<file path="config.mk">
export PLATFORM = sky130hd
export DESIGN_NAME = key_conditioner
export DESIGN_NICKNAME = d
export VERILOG_FILES = /design/src/rtl/key_pkg.sv /design/src/rtl/key_channel.sv /design/src/rtl/key_conditioner.sv
export SDC_FILE = /design/constraint.sdc
export NUM_CORES = 1
export LEC_CHECK = 0
export ABC_AREA = 1
export BUFFER_PORTS_ARGS = -buffer_cell sky130_fd_sc_hd__buf_4
export CAP_MARGIN = 5
export CORE_MARGIN = 1
export CORE_UTILIZATION = 50
export CTS_CLUSTER_DIAMETER = 80
export DETAILED_ROUTE_END_ITERATION = 6
export PLACE_DENSITY = 0.7
export SLEW_MARGIN = 20
export SYNTH_ARGS = -nofsm -noshare
export SYNTH_HDL_FRONTEND = slang
export SYNTH_SLANG_ARGS = --single-unit
</file>
<file path="constraint.sdc">
create_clock -name clk -period 1.4 [get_ports clk]
set_input_delay 0.07 -clock clk [delete_from_list [all_inputs] [get_ports clk]]
set_output_delay 0.07 -clock clk [all_outputs]
set_load 0.01 [all_outputs]
</file>
<file path="src/rtl/key_pkg.sv">
// Shared types and constants for the key conditioning front-end.
package key_pkg;

  // Repeat state machine encoding
  typedef enum logic [1:0] {
    IDLE   = 2'd0,
    DELAY  = 2'd1,
    REPEAT = 2'd2
  } rep_state_t;

  // Default cycle counts for the 50 MHz board clock
  localparam int DEF_NUM_KEYS            = 4;
  localparam int DEF_DEBOUNCE_CYCLES     = 500000;    // 10 ms
  localparam int DEF_REPEAT_DELAY_CYCLES = 25000000;  // 500 ms
  localparam int DEF_REPEAT_RATE_CYCLES  = 5000000;   // 100 ms

  // Bits needed to hold values 0..max_val (never less than 1)
  function automatic int cnt_w(input int max_val);
    return (max_val < 1) ? 1 : $clog2(max_val + 1);
  endfunction

endpackage

</file>
<file path="src/rtl/key_channel.sv">
// One key channel: two-flop synchroniser, debouncer, press/release pulses
// and, when KEY_REPEAT_EN is defined, the auto-repeat state machine.
// Without KEY_REPEAT_EN the repeat output simply mirrors the press pulse.
module key_channel
  import key_pkg::*;
#(
  parameter int DEBOUNCE_CYCLES     = DEF_DEBOUNCE_CYCLES,
  parameter int REPEAT_DELAY_CYCLES = DEF_REPEAT_DELAY_CYCLES,
  parameter int REPEAT_RATE_CYCLES  = DEF_REPEAT_RATE_CYCLES,
  parameter int ACTIVE_LOW          = 1
) (
  input  logic clk,
  input  logic rst_n,
  input  logic i_key_raw,
  output logic o_level,
  output logic o_press,
  output logic o_release,
  output logic o_repeat,
  output logic o_press_nxt
);

  localparam int DB_W = cnt_w(DEBOUNCE_CYCLES);
  localparam logic [DB_W-1:0] DB_LAST = DB_W'(DEBOUNCE_CYCLES - 1);
  localparam logic PIN_IDLE = (ACTIVE_LOW != 0) ? 1'b1 : 1'b0;

  if (DEBOUNCE_CYCLES < 1 || REPEAT_DELAY_CYCLES < 1 || REPEAT_RATE_CYCLES < 1) begin : g_bad_cfg
    $error("key_channel: cycle parameters must be >= 1");
  end

  logic            r_sync1;
  logic            r_sync2;
  logic [DB_W-1:0] r_db_cnt;
  logic            r_level;
  logic            r_press;
  logic            r_release;
  logic            w_s;
  logic            w_flip;
  logic            w_rise;
  logic            w_fall;

  // Pressed = 1 internally, inversion applied after the second flop
  assign w_s    = (ACTIVE_LOW != 0) ? ~r_sync2 : r_sync2;
  assign w_flip = (w_s != r_level) && (r_db_cnt == DB_LAST);
  assign w_rise = w_flip & ~r_level;
  assign w_fall = w_flip & r_level;

  // Two-flop synchroniser, reset to the released pin level
  always_ff @(posedge clk or negedge rst_n) begin
    if (!rst_n) begin
      r_sync1 <= PIN_IDLE;
      r_sync2 <= PIN_IDLE;
    end else begin
      r_sync1 <= i_key_raw;
      r_sync2 <= r_sync1;
    end
  end

  // Debounce: accept a level once it has differed for DEBOUNCE_CYCLES edges
  always_ff @(posedge clk or negedge rst_n) begin
    if (!rst_n) begin
      r_db_cnt  <= '0;
      r_level   <= 1'b0;
      r_press   <= 1'b0;
      r_release <= 1'b0;
    end else begin
      if (w_s == r_level) begin
        r_db_cnt <= '0;
      end else if (w_flip) begin
        r_db_cnt <= '0;
        r_level  <= ~r_level;
      end else begin
        r_db_cnt <= r_db_cnt + 1'b1;
      end
      r_press   <= w_rise;
      r_release <= w_fall;
    end
  end

  assign o_level     = r_level;
  assign o_press     = r_press;
  assign o_release   = r_release;
  assign o_press_nxt = w_rise;

`ifdef KEY_REPEAT_EN
  localparam int RP_MAX = (REPEAT_DELAY_CYCLES > REPEAT_RATE_CYCLES) ?
                          REPEAT_DELAY_CYCLES : REPEAT_RATE_CYCLES;
  localparam int RP_W = cnt_w(RP_MAX);
  localparam logic [RP_W-1:0] RP_DLY_LAST  = RP_W'(REPEAT_DELAY_CYCLES - 1);
  localparam logic [RP_W-1:0] RP_RATE_LAST = RP_W'(REPEAT_RATE_CYCLES - 1);

  rep_state_t      r_state;
  rep_state_t      w_state_nxt;
  logic [RP_W-1:0] r_rp_cnt;
  logic [RP_W-1:0] w_rp_cnt_nxt;
  logic            r_repeat;
  logic            w_repeat_nxt;

  // Repeat state, counter and registered pulse
  always_ff @(posedge clk or negedge rst_n) begin
    if (!rst_n) begin
      r_state  <= IDLE;
      r_rp_cnt <= '0;
      r_repeat <= 1'b0;
    end else begin
      r_state  <= w_state_nxt;
      r_rp_cnt <= w_rp_cnt_nxt;
      r_repeat <= w_repeat_nxt;
    end
  end

  // Next state: a release on the same edge as an expiry suppresses the pulse
  always_comb begin
    w_state_nxt  = r_state;
    w_rp_cnt_nxt = r_rp_cnt;
    w_repeat_nxt = 1'b0;
    case (r_state)
      IDLE: begin
        if (w_rise) begin
          w_repeat_nxt = 1'b1;
          w_rp_cnt_nxt = '0;
          w_state_nxt  = DELAY;
        end
      end
      DELAY: begin
        if (w_fall) begin
          w_rp_cnt_nxt = '0;
          w_state_nxt  = IDLE;
        end else if (r_rp_cnt == RP_DLY_LAST) begin
          w_repeat_nxt = 1'b1;
          w_rp_cnt_nxt = '0;
          w_state_nxt  = REPEAT;
        end else begin
          w_rp_cnt_nxt = r_rp_cnt + 1'b1;
        end
      end
      REPEAT: begin
        if (w_fall) begin
          w_rp_cnt_nxt = '0;
          w_state_nxt  = IDLE;
        end else if (r_rp_cnt == RP_RATE_LAST) begin
          w_repeat_nxt = 1'b1;
          w_rp_cnt_nxt = '0;
        end else begin
          w_rp_cnt_nxt = r_rp_cnt + 1'b1;
        end
      end
      default: begin
        w_rp_cnt_nxt = '0;
        w_state_nxt  = IDLE;
      end
    endcase
  end

  assign o_repeat = r_repeat;
`else
  assign o_repeat = r_press;
`endif

endmodule

</file>
<file path="src/rtl/key_conditioner.sv">
// Multi-channel push-button front-end: NUM_KEYS independent key_channel
// instances plus a registered any-key-pressed flag. Auto-repeat is built
// only when KEY_REPEAT_EN is defined.
module key_conditioner
  import key_pkg::*;
#(
  parameter int NUM_KEYS            = DEF_NUM_KEYS,
  parameter int DEBOUNCE_CYCLES     = DEF_DEBOUNCE_CYCLES,
  parameter int REPEAT_DELAY_CYCLES = DEF_REPEAT_DELAY_CYCLES,
  parameter int REPEAT_RATE_CYCLES  = DEF_REPEAT_RATE_CYCLES,
  parameter int ACTIVE_LOW          = 1
) (
  input  logic                clk,
  input  logic                rst_n,
  input  logic [NUM_KEYS-1:0] key_raw,
  output logic [NUM_KEYS-1:0] key_level,
  output logic [NUM_KEYS-1:0] key_press,
  output logic [NUM_KEYS-1:0] key_release,
  output logic [NUM_KEYS-1:0] key_repeat,
  output logic                key_any
);

  logic [NUM_KEYS-1:0] w_press_nxt;
  logic                r_any;

  for (genvar g = 0; g < NUM_KEYS; g++) begin : g_ch
    key_channel #(
      .DEBOUNCE_CYCLES    (DEBOUNCE_CYCLES),
      .REPEAT_DELAY_CYCLES(REPEAT_DELAY_CYCLES),
      .REPEAT_RATE_CYCLES (REPEAT_RATE_CYCLES),
      .ACTIVE_LOW         (ACTIVE_LOW)
    ) u_ch (
      .clk        (clk),
      .rst_n      (rst_n),
      .i_key_raw  (key_raw[g]),
      .o_level    (key_level[g]),
      .o_press    (key_press[g]),
      .o_release  (key_release[g]),
      .o_repeat   (key_repeat[g]),
      .o_press_nxt(w_press_nxt[g])
    );
  end

  // Any-press flag registered on the same edge as the press pulses
  always_ff @(posedge clk or negedge rst_n) begin
    if (!rst_n) begin
      r_any <= 1'b0;
    end else begin
      r_any <= |w_press_nxt;
    end
  end

  assign key_any = r_any;

endmodule
</file>
# ---- Word-level counts from Yosys, hierarchy flattened
# Index checks and enable logic that the tools add are counted.
dict set report totals {
  elab_cells 78
  register_bits 97
  inputBits 6
  out_inout_bits 17
}
dict set report classes {
  addsub 4
  n_reduce_logical 9
  n_eq_ne 12
  muxes 8
  n_bitwise 20
}
# cell n
set op_table {}
lappend op_table {{$mux W19} 8}
lappend op_table {{$add A19 B1 Y19 const B} 4}
lappend op_table {{$eq A19 B19 Y1 const B} 4}
lappend op_table {{$not A1 Y1} 12}
lappend op_table {{$and A1 B1 Y1} 8}
lappend op_table {{$reduce_and A2 Y1} 4}
lappend op_table {{$eq A1 B1 Y1} 4}
lappend op_table {{$logic_and A1 B1 Y1} 4}
lappend op_table {{$ne A1 B1 Y1} 4}
lappend op_table {{$reduce_or A4 Y1} 1}

# ---- Depth between registers and ports, before layout
dict set report depth {
  word_depth 5
  mapped_depth 9
  ltp_nobuf 9
}

# ---- Cells and area by module
# Synthesis repeated with hierarchy kept, for this count alone.
dict set report hier_totals {
  cells_unflattened 692
  area_unflattened_um2 5391.4
}
# module area_each_um2 n_inst cells_per_inst
set by_module_without_submodules {}
lappend by_module_without_submodules {key_channel 1338.8 4 172}
lappend by_module_without_submodules {key_conditioner 36.3 1 4}

# ---- Worst setup path after synthesis
# No wires, ideal clock.
dict set report synth_timing {
  path_type {reg2reg}
  start {register g_ch[2].u_ch.r_db_cnt[0]}
  end {register g_ch[2].u_ch.r_db_cnt[17]}
  arrival_time_ns 1.236
  slack_ns 0.045
  setup_ns 0.119
  stages_incl_launch_ff 9
  cell_sequence {dfrtp_1 ha_1 nand2_1 nor2_4 nand2_1 nor2_2 nand2_2 nand2_2 nor2_1}
}
dict set report synth_via {
  elab_chain_len 4
}
# item line_no
set synth_rtl {}
lappend synth_rtl {{start: declaration} key_channel.sv:32} ;# logic [DB_W-1:0] r_db_cnt;
lappend synth_rtl {{start signal: assignment} key_channel.sv:72} ;# r_db_cnt <= r_db_cnt + 1'b1;
lappend synth_rtl {{branches (longest 2 deep; another with $add A19 B1 Y19)} n/a}
lappend synth_rtl {{$mux W19 *} key_channel.sv:68} ;# end else if (w_flip) begin
lappend synth_rtl {{$mux W19 *} key_channel.sv:66} ;# if (w_s == r_level) begin
# Every way passes the cells marked *.
# A chain may end at the register's enable or synchronous reset.

# ---- Final worst setup path
dict set report layout_timing {
  start {register g_ch[2].u_ch.r_db_cnt[0]}
  end {register g_ch[2].u_ch.r_db_cnt[14]}
}
# The elaborated chain is that of the path after synthesis.

==> impl_metrics.yaml <==
cts:
  path_clk_slew_ps: 90
  insertion_delay_ps: 370
  cts_tree: "done"
  cts_num_sinks: 97
  clk_path_buf_depth: 2
  h-tree-depth: 3
  clock-root-buffer: "clkbuf_8"
  numCtsBuffers: 9
route:
  wl_per_cell_um: 12.5
  avgViaCountPerCell: 4.94
  drtIter0Drc: 130
  drc: 0
  drt_wl_total_um: 10500
  drtPass1Iterations: 4
  vias: 4135
  ant_nets: 0
synthesis:
  post_synth.cell_area_avg_um2: 8.03
  synth_fp_nets: 638
  yosys.area.top_type_share: 0.442
  syn_inst: 628
  yosys_warnings: 0
  yosysTopAreaCell: "dfrtp_1"
  synth-seq-cells: 97
  synth_cell_type_count: 26
  netlist_area_um2: 5040
  synth-seq-area-share: 0.483
  synthTopCellsByArea: "dfrtp_1, nor2_1, nand2_1"
worst_setup_path:
  path_max_fanout: 4
  r2r_slack_ps: -30
  endpoint_kind: "flop"
  worst-setup-path-type: "reg -> reg"
  startpoint: "g_ch[2].u_ch.r_db_cnt[0]"
  worstPathRequired_ps: 1650
  cp_data_arrival_time_ps: 1680
  cp-endpoint: "g_ch[2].u_ch.r_db_cnt[14]"
  r2r-end: "g_ch[2].u_ch.r_db_cnt[14]"
  timing.rr.start: "g_ch[2].u_ch.r_db_cnt[0]"
  startpoint_type: "flop"
  ff2ff_path_depth: 9
timing:
  drv_slew: 0
  tightest_slew_ps: 365
  max-slew-margin-rel: 0.756
  hold_viol: 0
  finalSetupViolations: 22
  fmax_mhz: 699
  clock_skew_ps: 9.11
  rsz0062_at_grt: "true"
  period_minus_slack_ps: 1430
  fin_ws_ps: -29.8
  fin_crit_sh: 1.02
min_path:
  hp-class: "in -> async"
global_routing:
  grt_util_met1: 0.269
  grt_pass1_wl_um: 16400
  grt_start_max_net_pins: 36
  use_met2: 0.328
  grt_pass1_vias: 3754
  top_usage_layer: "met2"
  track_usage: 0.202
  overflow: 0
  grt_use_met3: 0.0390
  antenna_found_initial: 0
cells_and_area:
  post-route-util: 0.642
  final_nets: 709
  area_growth_pct: 24.4
  mostFrequentLayoutCells: "nand2_1, nor2_1, dfrtp_1"
  drive_above_1_share: 0.297
  fin_area_um2: 6270
  final_common_cell: "nand2_1"
  diodes: 0
power_and_ir_drop:
  p_leak_nw: 2.92
  power_density_nw_per_um2: 796
  fin_total_pwr_mw: 5.00
  peakVddDrop_v: 0.000453
outcome:
  failed_checks: "setup timing"
  status: "finished with violations"
placement:
  io_buffer_count: 22
  placed_cell_area_um2: 5490
  place_congestion: 0.876
  dp_hpwl_um: 7050
floorplan:
  io_pins: 23
  start_util: 0.516
  die_w_um: 102
  core_area_um2: 9770
  num_rows: 36
  die-height_um: 102
  die-area_um2: 10500
job:
  drv_cap: 0
-- cells by family (layout without fill, tap and decap cells) --
| group | after synthesis | count (layout) | share of synthesized area |
|---|---|---|---|
| AO/OA/AOI/OAI | 25 | 25 | 0.0283 |
| adder cells (fa/ha/maj) | 4 | 4 | 0.00992 |
| buffers and inverters | 93 | 169 | 0.0811 |
| flip-flops | 97 | 97 | 0.483 |
| AND/OR/NAND/NOR | 376 | 376 | 0.340 |
| XOR/XNOR | 33 | 33 | 0.0573 |
-- what timing repair did --
action                                  4_1_cts  5_1_grt
setup buffers                                 3       19
gates cloned                                  0        0
pin swaps                                    16       44
endpoints found under the setup margin       45       74
hold endpoints to repair                     95        0
hold buffers                                  5        0
gates resized for setup                      27       69
-- flip-flops by register name (all words and copies together), names as in the netlist --
register,cells
g_ch.u_ch.o_level,4
g_ch.u_ch.o_press,4
g_ch.u_ch.o_release,4
g_ch.u_ch.r_db_cnt,76
g_ch.u_ch.r_sync1,4
g_ch.u_ch.r_sync2,4
key_any,1
-- power by group --
group / leakage (nW) / internal [mW] / switching (mW)
sequential: 1.31 / 2.85 / 0.0266
clock: 0.0888 / 0.876 / 0.944
combinational: 1.52 / 0.127 / 0.176
-- cell type report --
| class | instances | area (um^2) |
|---|---|---|
| sequential | 97 | 2440 |
| clock inverter | 4 | 52.6 |
| tap | 133 | 166 |
| fill | 777 | 3500 |
| clock buffer | 12 | 145 |
| timing repair buffer | 76 | 643 |
| inverter | 77 | 300 |
| multi-input combinational | 438 | 2520 |
-- cells in the mapped netlist (all sizes together) --
cell / number
nand4: 2
xor2: 23
nor2: 156
a21oi: 13
buf: 16
clkinv: 1
nand3: 56
xnor2: 10
o21ai: 2
dfstp: 8
ha: 4
a31oi: 4
o22ai: 2
nor3: 8
inv: 76
nor3b: 5
dfrtp: 89
nand3b: 2
o21bai: 4
nand2: 147
-- worst min path at each step --
stage	start	to	slack [ps]	depth (start not counted)
CTS	rst_n	g_ch[0].u_ch.r_db_cnt[7]	120	2
detailed placement	rst_n	g_ch[0].u_ch.r_db_cnt[9]	-20	1
finish	rst_n	g_ch[0].u_ch.r_db_cnt[10]	130	2
floorplan	rst_n	g_ch[0].u_ch.o_level	-230	0
global placement	rst_n	g_ch[0].u_ch.r_db_cnt[7]	-20	1
global route	rst_n	g_ch[0].u_ch.r_db_cnt[7]	150	2
-- critical path: stages, from the launching register on --
cell,delay [ps]
dfrtp_1,400
ha_4,160
nand2_4,60
nor2_4,120
buf_6,120
nand2_4,60
nor2_4,170
nand2_1,80
nand2_1,80
a21oi_2,60
-- routing by layer --
metal,routed length (um),part of all wire
met5,0,0
met4,257,0.025
met2,5120,0.49
met3,342,0.033
met1,4740,0.45
-- metrics by stage --
stage          worst slack [ps]  instances  setup TNS [ps]  hold slack (ps)
2_1_floorplan              45.3        628               0             -226
3_3_place_gp              -19.8        795           -47.8            -24.3
3_5_place_dp              -84.5        795           -1410            -24.0
4_1_cts                   -46.3        819            -224              122
5_1_grt                    -123        837           -4360              148
6_report                  -29.8        837            -246              126
Note: power is estimated with default switching activity, not from simulation.
